## src/rtl/booth_r4_ctrl.sv

```systemverilog
// Sequencer for a radix-4 Booth multiplier datapath: operand load, N_ITER recode/add/shift
// passes over {Q[1],Q[0],Q[-1]}, then a two-beat drive of A:Q and a one-cycle done pulse.
module booth_r4_ctrl #(
    parameter int unsigned N_ITER = 4,
    parameter int unsigned CNT_W  = 2
) (
    input  logic             clk,
    input  logic             reset,
    input  logic             start,
    input  logic [2:0]       q_low,
    output logic             c0,
    output logic             c1,
    output logic             c2,
    output logic             c3,
    output logic             c4,
    output logic             c5,
    output logic             c6,
    output logic             c7,
    output logic             busy,
    output logic             done,
    output logic [CNT_W-1:0] count
);

    localparam int unsigned      N_STROBE  = 8;
    localparam logic [CNT_W-1:0] LAST_ITER = CNT_W'(N_ITER - 1);

    // Adder control as {c3, c4}: c3 selects subtract, c4 selects 2M.
    localparam logic [1:0] OP_ADD_M  = 2'b00;
    localparam logic [1:0] OP_ADD_2M = 2'b01;
    localparam logic [1:0] OP_SUB_M  = 2'b10;
    localparam logic [1:0] OP_SUB_2M = 2'b11;

    typedef enum logic [2:0] {
        ST_IDLE,
        ST_LOAD,
        ST_RECODE,
        ST_ADD,
        ST_SHIFT,
        ST_OUT_A,
        ST_OUT_Q,
        ST_DONE
    } state_t;

    state_t                state;
    state_t                state_nxt;
    logic [1:0]            op;
    logic [1:0]            op_nxt;
    logic [CNT_W-1:0]      count_nxt;
    logic [N_STROBE-1:0]   strobe;
    logic [N_STROBE-1:0]   strobe_nxt;
    logic                  busy_nxt;
    logic                  done_nxt;

    // Next state, then the Moore decode of that next state so the strobes land as flops
    always_comb begin
        state_nxt  = state;
        op_nxt     = op;
        count_nxt  = count;
        strobe_nxt = '0;
        busy_nxt   = 1'b0;
        done_nxt   = 1'b0;

        case (state)
            ST_IDLE: begin
                if (start) begin
                    state_nxt = ST_LOAD;
                end
            end
            ST_LOAD: begin
                count_nxt = '0;
                state_nxt = ST_RECODE;
            end
            ST_RECODE: begin
                state_nxt = ST_ADD;
                case (q_low)
                    3'b001, 3'b010: op_nxt    = OP_ADD_M;
                    3'b011:         op_nxt    = OP_ADD_2M;
                    3'b100:         op_nxt    = OP_SUB_2M;
                    3'b101, 3'b110: op_nxt    = OP_SUB_M;
                    default:        state_nxt = ST_SHIFT;
                endcase
            end
            ST_ADD: begin
                state_nxt = ST_SHIFT;
            end
            ST_SHIFT: begin
                if (count == LAST_ITER) begin
                    state_nxt = ST_OUT_A;
                end else begin
                    count_nxt = count + CNT_W'(1);
                    state_nxt = ST_RECODE;
                end
            end
            ST_OUT_A: state_nxt = ST_OUT_Q;
            ST_OUT_Q: state_nxt = ST_DONE;
            ST_DONE:  state_nxt = ST_IDLE;
            default:  state_nxt = ST_IDLE;
        endcase

        busy_nxt = (state_nxt != ST_IDLE);
        case (state_nxt)
            ST_LOAD: begin
                strobe_nxt[0] = 1'b1;
                strobe_nxt[1] = 1'b1;
            end
            ST_ADD: begin
                strobe_nxt[2] = 1'b1;
                strobe_nxt[3] = op_nxt[1];
                strobe_nxt[4] = op_nxt[0];
            end
            ST_SHIFT: strobe_nxt[5] = 1'b1;
            ST_OUT_A: strobe_nxt[6] = 1'b1;
            ST_OUT_Q: strobe_nxt[7] = 1'b1;
            ST_DONE:  done_nxt      = 1'b1;
            default:  strobe_nxt    = '0;
        endcase
    end

    always_ff @(posedge clk or negedge reset) begin
        if (!reset) begin
            state  <= ST_IDLE;
            op     <= OP_ADD_M;
            count  <= '0;
            strobe <= '0;
            busy   <= 1'b0;
            done   <= 1'b0;
        end else begin
            state  <= state_nxt;
            op     <= op_nxt;
            count  <= count_nxt;
            strobe <= strobe_nxt;
            busy   <= busy_nxt;
            done   <= done_nxt;
        end
    end

    assign c0 = strobe[0];
    assign c1 = strobe[1];
    assign c2 = strobe[2];
    assign c3 = strobe[3];
    assign c4 = strobe[4];
    assign c5 = strobe[5];
    assign c6 = strobe[6];
    assign c7 = strobe[7];

    // A cannot take the adder sum and shift in the same cycle; count stays in range
    assert property (@(posedge clk) disable iff (!reset) !(c2 && c5));
    assert property (@(posedge clk) disable iff (!reset) count <= LAST_ITER);

endmodule

```

## config.mk

```make
export PLATFORM = sky130hd
export DESIGN_NAME = booth_r4_ctrl
export DESIGN_NICKNAME = d
export VERILOG_FILES = /design/src/rtl/booth_r4_ctrl.sv
export SDC_FILE = /design/constraint.sdc
export NUM_CORES = 1
export LEC_CHECK = 0
export CORE_MARGIN = 2
export CORE_UTILIZATION = 47
export DETAILED_ROUTE_END_ITERATION = 8
export PLACE_DENSITY_LB_ADDON = 0.15
export SLEW_MARGIN = 15
export SYNTH_ARGS = -nofsm -noshare
export SYNTH_HDL_FRONTEND = slang
export SYNTH_SLANG_ARGS = --single-unit
```

## constraint.sdc

```tcl
create_clock -name clk -period 2.7 [get_ports clk]
set_clock_uncertainty 0.05 [all_clocks]
set_input_delay 0.405 -clock clk [delete_from_list [all_inputs] [get_ports clk]]
set_output_delay 0.405 -clock clk [all_outputs]
set_load 0.05 [all_outputs]
```

==> metrics.md, run 1 <==
| Metric | Value |
|---|---|
| Setup TNS | `0 ns` |
| Cell family with most CP delay | `buffers and inverters` |
| R2R depth | `2` |
| Placed Cells | `84` |
| Dpl cell area | `790 sq um` |
| Max_slew headroom | `0.591` |
| Initial antenna violation count | `0` |
| Max Clock Freq | `506 MHz` |
| Post-route setup slack | `0.725 ns` |
| Slew @ Worst Pin | `0.611 ns` |
| Hold Slack | `0.455 ns` |
| All-layer global routing usage | `0.173` |
| Post-CTS setup buffer count | `0` |
| CTS tree | `built` |
| Via count | `477` |
| Most frequent cells in the layout | `17 x clkdlybuf4s50_1, 14 x dfrtp_1, 6 x nor2_1` |
| Syn avg cell area | `10.8 sq um` |
| Nets | `81` |
| Post-CTS Hold Buffers | `0` |
| Vias per std cell | `5.42` |
| Wirelength per Cell | `12.7 um` |
| Chip width | `40.8 um` |
| Seq/Total Area, Yosys | `0.549` |
| Root Driver | `clkbuf_4` |
| Yosys Warn Count | `0` |
| Clock Pin Slew Worst Setup and Hold Paths | `0.08 ns` |
| Buffers on Ports | `17` |
| Post-route clock period utilization | `0.731` |
| Row cnt | `13` |
| DIE AREA | `0.00167 sq mm` |
| WP data arrival | `1.52 ns` |
| Power Total | `1.08 mW` |
| Finished Layout Cells | `88` |
| Final Util | `0.643` |
| Detailed Route Iter0 Violations | `6` |
| TritonCTS Buffers | `3` |
| Final Hold Viols | `0` |
| R2R setup slack | `1.34 ns` |
| Critical Path Slowest Stage Cell | `clkdlybuf4s50_1` |
| Worst VDD drop | `0.516 mV` |
| CTS Buffer Depth | `2` |
| Final instance area | `826 sq um` |
| Slowest stage delay, CP | `0.82 ns` |
| Clk Latency, worst-skew pair | `0.28 ns` |
| Pin count of the biggest net entering global routing | `15` |
| Max-capacitance violation count | `0` |
| Fraction of layout cells with a size suffix above 1 | `0.0685` |
| Post-DP HPWL | `805 um` |
| Leakage | `0.378 nW` |
| Most common cell after layout, fill and taps aside | `clkdlybuf4s50_1` |
| Synthesis-to-layout area growth | `29.4%` |
| Critical-path maximum fanout | `4` |
| Reg2reg start | `state[1]` |
| Yosys cell types | `26` |
| Hold Path Class | `input pin to async pin` |
| Critical path cell sequence | `clkdlybuf4s50_1` |
| Net Count, Synth | `66` |
| Number of global-route vias before repair | `412` |
| Number of fill cells | `125` |
| Antenna diode count | `0` |
| Die Ht | `40.8 um` |
| CP Capture Type | `primary output` |
| CP Buf/Inv Count | `1` |
| Post-Syn Area | `638 sq um` |
| Post-synthesis cell count | `59` |
| Clk sinks | `14` |
| Place WS | `0.992 ns` |
| First-pass DRT Iterations | `4` |
| RR Endpoint | `strobe[3]` |
| RSZ-0062 raised after global routing | `no` |
| Fin crit period | `1.97 ns` |
| Run status | `finished, final reports clean` |
| Pwr/cell area | `1310 mW/mm^2` |
| WS Path Type | `flip-flop to primary output` |
| Core area | `0.00128 sq mm` |
| Drt drc | `0` |
| DRT antenna net count | `0` |
| Post-CTS resize count | `0` |
| I/O pin count | `18` |
| Yosys reg bits | `14` |
| Post-Route WL | `1.12 mm` |
| Final Max Slew Viols | `0` |
| Grt ovf | `0` |
| Gpl congestion | `0.746` |
| H-tree depth | `1` |
| Setup Viol. Count Final | `0` |
| Worst setup SP type | `flip-flop` |
| Crit path required time | `2.25 ns` |
| Global-route wire length before repair | `1.81 mm` |
| Initial Util | `0.497` |
logic make-up (layout without fill, tap and decap cells):
| logic type | count (synthesis) | count (layout) | synth area share |
|---|---|---|---|
| AOI/OAI and AO/OA | 10 | 10 | 0.122 |
| adders and majority gates | 1 | 1 | 0.0196 |
| buffers and inverters | 8 | 22 | 0.0647 |
| DFF | 14 | 14 | 0.549 |
| muxes | 2 | 2 | 0.0314 |
| and+or+nand+nor | 24 | 24 | 0.214 |
layout make-up:
class	count	area, sq um	share of cell area
Inverter	1	3.75	0.00455
Tap cell	15	18.8	0.0227
Multi-Input combinational cell	37	246	0.298
Clock buffer	4	36.3	0.0439
Timing Repair Buffer	17	170	0.206
Sequential cell	14	350	0.424
layer usage:
layer | vias up | part of all wire | GRT usage
met3 | 2 | 0.051 | 0.0326
met4 | 0 | 0.013 | 0.125
met2 | 16 | 0.50 | 0.250
li1 | 235 | - | -
met5 | - | 0 | 0
met1 | 224 | 0.44 | 0.228
cell usage after synthesis, drive strengths merged:
library cell	instances	area, sq um
dfrtp	14	350
buf	6	32.5
nor2	6	22.5
nand3	3	15.0
nor3b	3	27.5
a21oi	2	10.0
and2	2	12.5
and3	2	12.5
mux2i	2	20.0
nand2	2	7.51
nand2b	2	12.5
o211a	2	20.0
o2bb2ai	2	17.5
a221oi	1	8.76
a22oi	1	7.51
a311oi	1	8.76
clkbuf	1	5.00
ha	1	12.5
inv	1	3.75
nor3	1	5.00
nor4	1	6.26
o21ai	1	5.00
or3	1	6.26
or3b	1	8.76
sequential cells by signal, summed over array words and instances (netlist names):
name and flops:
strobe 7, busy 1, state 3, count 2
done 1
how the worst max path moves through the flow:
stage,start,end,slack [ns],depth (start not counted)
final,count[0],count[0],0.73,1
after floorplan,count[0],count[0],1.23,4
after global placement,q_low[2],state[0],1.03,4
after global routing,count[0],count[0],0.67,1
after CTS,count[0],count[0],0.71,1
after detailed placement,q_low[2],state[0],0.99,4
power by group:
part	total (mW)	switching, mW	internal, mW
Clock	0.147	0.0648	0.0820
Combinational	0.551	0.339	0.213
Sequential	0.382	0.0942	0.287
No activity file was read; power rests on OpenSTA's default activity.
==> run 2: changes to the inputs <==
--- a/config.mk
+++ b/config.mk
@@ -5,8 +5,9 @@
 export SDC_FILE = /design/constraint.sdc
 export NUM_CORES = 1
 export LEC_CHECK = 0
+export CORE_ASPECT_RATIO = 0.9
 export CORE_MARGIN = 2
-export CORE_UTILIZATION = 47
+export CORE_UTILIZATION = 40
 export DETAILED_ROUTE_END_ITERATION = 8
 export PLACE_DENSITY_LB_ADDON = 0.15
 export SLEW_MARGIN = 15
==> constraint.sdc (replaced) <==
create_clock -name clk -period 1.6 [get_ports clk]
set_clock_uncertainty 0.05 [all_clocks]
set_input_delay 0.24 -clock clk [delete_from_list [all_inputs] [get_ports clk]]
set_output_delay 0.24 -clock clk [all_outputs]
set_load 0.05 [all_outputs]
==> run 2 against run 1 <==
Compared with the run above: sequential power rose by 72%; count of clock-buffer cells in the layout unchanged; sequential share of layout area is 0.51 points lower; critical endpoint is now count[1]; sequential cell count did not move.
==> metrics.md, run 2 (synthesis gave the netlist of run 1 again) <==
| Metric | Value |
|---|---|
| Post-route setup slack | `0.240 ns` |
| Setup Viol. Count Final | `0` |
| Via count | `458` |
| CP Capture Type | `flip-flop` |
| Max Clock Freq | `735 MHz` |
| Final Max Slew Viols | `0` |
| Critical-path maximum fanout | `5` |
| Root Driver | `clkbuf_4` |
| Final instance area | `836 sq um` |
| Comb pwr share | `0.514` |
| First-pass DRT Iterations | `4` |
| RSZ-0062 raised after global routing | `no` |
| Number of global-route vias before repair | `432` |
| Reg2reg start | `count[0]` |
| Cell family with most CP delay | `flip-flops` |
| Wirelength per Cell | `12.8 um` |
| Post-DP HPWL | `801 um` |
| Setup TNS | `0 ns` |
| Crit path required time | `1.76 ns` |
| Gpl congestion | `0.800` |
| RR Endpoint | `count[1]` |
| Buffers on Ports | `17` |
| Clk Latency, worst-skew pair | `0.28 ns` |
| Detailed Route Iter0 Violations | `5` |
| Switching Share | `0.460` |
| Post-CTS setup buffer count | `0` |
| Worst VDD drop | `1.08 mV` |
| DIE AREA | `0.00193 sq mm` |
| Fraction of layout cells with a size suffix above 1 | `0.253` |
| Critical path cell sequence | `ha_1 > nor3b_2 > a22oi_1 > o2bb2ai_1` |
| Slowest stage delay, CP | `0.45 ns` |
| Most flop-heavy register | `strobe` |
| Max_slew headroom | `0.755` |
| I/O pin count | `18` |
| Drt drc | `0` |
| Final Util | `0.571` |
| Hold Path Class | `input pin to async pin` |
| Clk sinks | `14` |
| Vias per std cell | `5.09` |
| Most frequent cells in the layout | `14 x dfrtp_1, 12 x buf_4, 6 x nor2_1` |
| Internal cell power | `1.01 mW` |
| Initial antenna violation count | `0` |
| WS Path Type | `flip-flop to flip-flop` |
| Post-route clock period utilization | `0.850` |
| Row cnt | `13` |
| Final Hold Viols | `0` |
| Global-route wire length before repair | `1.89 mm` |
| Core area | `0.00146 sq mm` |
| Post-Route WL | `1.15 mm` |
| CP Buf/Inv Count | `0` |
| Clock power frac | `0.134` |
| Chip width | `46.1 um` |
| R2R setup slack | `0.24 ns` |
| Run status | `finished, final reports clean` |
| Number of flip-flops in the largest register | `7` |
| Die Ht | `41.9 um` |
| Reg power frac | `0.351` |
| Max-capacitance violation count | `0` |
| Pwr/cell area | `2230 mW/mm^2` |
| Power Total | `1.87 mW` |
| Clock Pin Slew Worst Setup and Hold Paths | `0.08 ns` |
| Fin crit period | `1.36 ns` |
| Slew @ Worst Pin | `0.368 ns` |
| TritonCTS Buffers | `3` |
| Post-CTS Hold Buffers | `0` |
| CTS Buffer Depth | `2` |
| DRT antenna net count | `0` |
| Most common cell after layout, fill and taps aside | `dfrtp_1` |
| Critical Path End | `count[1]` |
| Pin count of the biggest net entering global routing | `15` |
| All-layer global routing usage | `0.139` |
| H-tree depth | `1` |
| Leakage | `0.415 nW` |
| Place WS | `0.0815 ns` |
| Nets | `83` |
| CTS tree | `built` |
| R2R depth | `4` |
| Critical Path Slowest Stage Cell | `dfrtp_1` |
| Initial Util | `0.436` |
| Critical Path Stages | `4` |
| Grt ovf | `0` |
| Regs by FF count | `strobe x7, state x3, count x2` |
| Post-CTS resize count | `0` |
| Dpl cell area | `800 sq um` |
| Antenna diode count | `0` |
| WP data arrival | `1.52 ns` |
| Worst setup path startpoint | `count[0]` |
| Synthesis-to-layout area growth | `31.0%` |
| P_sw | `857 uW` |
| Worst setup SP type | `flip-flop` |
| Number of fill cells | `127` |
run 2: changes by cell type in the layout (fill, tap and decap cells not counted), sizes merged:
cell and change:
clkdlybuf4s50 -12, buf +14
run 2: final cells by class:
type / instances / area (sq um) / area share
sequential: 14 / 350 / 0.419
multi-input combinational: 37 / 246 / 0.295
timing repair buffer: 19 / 180 / 0.216
clock buffer: 4 / 36.3 / 0.0434
tap: 15 / 18.8 / 0.0225
inverter: 1 / 3.75 / 0.00449
run 2: worst min-delay path by stage:
stage                     startpoint         to  slack [ns]  cells after the start
after floorplan                reset       busy       -0.11                      0
after global placement         reset  strobe[2]        0.52                      2
after detailed placement       reset  strobe[4]        0.51                      2
after CTS                      reset  strobe[2]        0.22                      2
after global routing           reset  strobe[2]        0.22                      2
final                          reset  strobe[3]        0.21                      2
run 2: metrics by stage:
step	cells	hold slack, ns
global placement	86	0.518
floorplan	59	-0.106
detailed placement	86	0.511
CTS	90	0.215
finish	90	0.210
global route	90	0.223
run 2: layer usage:
| metal | vias to the layer above | routed length, um | GRT usage |
|---|---|---|---|
| li1 | 237 | - | - |
| met5 | - | 0 | 0 |
| met3 | 4 | 66 | 0.0652 |
| met1 | 201 | 589 | 0.191 |
| met4 | 0 | 25 | 0.0514 |
| met2 | 16 | 468 | 0.186 |
run 2: power groups by stage:
stage / sequential, mW / clock (mW) / combinational (mW)
finish: 0.656 / 0.251 / 0.959
global route: 0.680 / 0.272 / 1.02
CTS: 0.659 / 0.254 / 0.963
detailed placement: 0.665 / 0 / 0.963
global placement: 0.663 / 0 / 0.951
floorplan: 0.885 / 0 / 0.445
==> run 3: changes to the inputs <==
--- a/config.mk
+++ b/config.mk
@@ -7,7 +7,7 @@
 export LEC_CHECK = 0
 export CORE_ASPECT_RATIO = 0.9
 export CORE_MARGIN = 2
-export CORE_UTILIZATION = 40
+export CORE_UTILIZATION = 44
 export DETAILED_ROUTE_END_ITERATION = 8
 export PLACE_DENSITY_LB_ADDON = 0.15
 export SLEW_MARGIN = 15
==> constraint.sdc (replaced) <==
create_clock -name clk -period 1.3 [get_ports clk]
set_clock_uncertainty 0.05 [all_clocks]
set_input_delay 0.195 -clock clk [delete_from_list [all_inputs] [get_ports clk]]
set_output_delay 0.195 -clock clk [all_outputs]
set_load 0.05 [all_outputs]
==> run 3 against run 2 <==
Compared with the run above: wire length up 17%; clock power grew 5%; worst setup slack worse by 0.20 ns; critical path type is now flip-flop to primary output; largest cell class is now non-clock buffers; largest power group unchanged; highest routed layer unchanged.
==> metrics.md, run 3 (synthesis gave the netlist of run 1 again) <==
| Metric | Value |
|---|---|
| Run status | `finished, final reports clean` |
| DIE AREA | `0.00177 sq mm` |
| CP Buf/Inv Count | `2` |
| Placed Cells | `92` |
| Buffers on Ports | `17` |
| Post-route clock period utilization | `0.968` |
| Setup Viol. Count Final | `0` |
| Most frequent cells in the layout | `13 x buf_12, 11 x dfrtp_1, 7 x buf_4` |
| Setup TNS | `0 ns` |
| Grt ovf | `0` |
| Most common cell after layout, fill and taps aside | `buf_12` |
| Number of global-route vias before repair | `480` |
| Initial Util | `0.456` |
| Chip width | `44.1 um` |
| CP Capture Type | `primary output` |
| Clk sinks | `14` |
| Final Max Slew Viols | `0` |
| Hold Path Class | `input pin to async pin` |
| Global-route wire length before repair | `2.21 mm` |
| Final Util | `0.737` |
| Worst setup SP type | `flip-flop` |
| Crit path required time | `1.05 ns` |
| Clk Latency, worst-skew pair | `0.28 ns` |
| DRT antenna net count | `0` |
| Antenna diode count | `0` |
| Nets | `89` |
| All-layer global routing usage | `0.184` |
| Worst VDD drop | `1.35 mV` |
| Max_slew headroom | `0.836` |
| Cell family with most CP delay | `flip-flops` |
| CTS tree | `built` |
| RSZ-0062 raised after global routing | `yes` |
| Most flop-heavy register | `strobe` |
| Pin count of the biggest net entering global routing | `15` |
| Post-CTS Hold Buffers | `0` |
| Vias per std cell | `5.56` |
| Critical-path maximum fanout | `3` |
| Final Hold Viols | `0` |
| Initial antenna violation count | `0` |
| Finished Layout Cells | `96` |
| Slew @ Worst Pin | `0.246 ns` |
| Leakage | `0.474 nW` |
| Pwr/cell area | `2730 mW/mm^2` |
| Critical path cell sequence | `buf_4 > buf_12` |
| Row cnt | `13` |
| H-tree depth | `1` |
| Wirelength per Cell | `14.0 um` |
| Via count | `534` |
| TritonCTS Buffers | `3` |
| Post-DP HPWL | `991 um` |
| Drt drc | `0` |
| Fraction of layout cells with a size suffix above 1 | `0.346` |
| Root Driver | `clkbuf_4` |
| Die Ht | `40.1 um` |
| Synthesis-to-layout area growth | `61.6%` |
| Fin crit period | `1.26 ns` |
| Slowest stage delay, CP | `0.43 ns` |
| WS Path Type | `flip-flop to primary output` |
| Gpl congestion | `0.844` |
| CTS Buffer Depth | `2` |
| Detailed Route Iter0 Violations | `8` |
| Number of flip-flops in the largest register | `7` |
| Power Total | `2.81 mW` |
| Hold Slack | `0.168 ns` |
| First-pass DRT Iterations | `4` |
| Critical Path Slowest Stage Cell | `dfrtp_2` |
| Post-Route WL | `1.34 mm` |
| Max-capacitance violation count | `0` |
| Max Clock Freq | `795 MHz` |
| Regs by FF count | `strobe x7, state x3, count x2` |
| WP data arrival | `1.01 ns` |
| Core area | `0.00140 sq mm` |
| I/O pin count | `18` |
| Clock Pin Slew Worst Setup and Hold Paths | `0.09 ns` |
==> run 3: cell count changes in the layout (fill, tap and decap cells not counted), moves of 3 or more <==
| cell | change |
|---|---|
| buf_12 | +11 |
| buf_4 | -5 |
| dfrtp_1 | -3 |
| dfrtp_2 | +3 |
==> run 3: stage by stage <==
| step | worst slack (ns) | instance area, sq um |
|---|---|---|
| after CTS | 0.0125 | 1020 |
| final | 0.0419 | 1030 |
| after detailed placement | -0.135 | 997 |
| after global routing | -0.00253 | 1030 |
| after floorplan | 0.0191 | 653 |
| after global placement | -0.102 | 997 |
==> run 3: layout make-up <==
cell class | instances | area, sq um
Clock buffer | 4 | 26.3
Fill cell | 85 | 368
Inverter | 1 | 3.75
Multi-Input combinational cell | 37 | 265
Sequential cell | 14 | 354
Tap cell | 15 | 18.8
Timing Repair Buffer | 25 | 363
==> run 3: worst paths after layout <==
kind	slack, ns	cells past startpoint	from	end
hold / removal	0.17	2	reset	busy
min in group clk	0.51	2	start	strobe[1]
setup / recovery	0.04	2	count[0]	count[0]
setup reg to reg	0.07	4	count[0]	count[1]
max in group asynchronous	0.85	2	reset	count[1]
hold reg to reg	0.54	2	state[2]	strobe[2]
==> run 3: where the power goes <==
group / internal [mW] / leakage (nW) / switching, mW
Combinational: 0.879 / 0.284 / 0.906
Sequential: 0.610 / 0.175 / 0.152
Clock: 0.119 / 0.0150 / 0.145
==> run 3: repair_timing <==
item | 4_1_cts | 5_1_grt
gates resized for setup | 0 | 2
setup endpoints to repair | 0 | 2
setup buffers | 0 | 0
==> run 3: routing by layer <==
layer / global-route usage / share of wire / routed length [um] / vias up
met5: 0 / 0 / 0 / -
met4: 0.129 / 0.029 / 39 / 0
met3: 0.0270 / 0.060 / 81 / 7
met2: 0.301 / 0.45 / 611 / 25
met1: 0.229 / 0.45 / 611 / 249
li1: - / - / - / 253
==> run 3: worst register-to-register path, delay by kind of cell, from the launching register on <==
family                   cells  cell delay (ns)
AO/OA/AOI/OAI                2             0.25
flip-flops                   1             0.43
adder cells (fa/ha/maj)      1             0.19
AND/OR/NAND/NOR              1             0.24
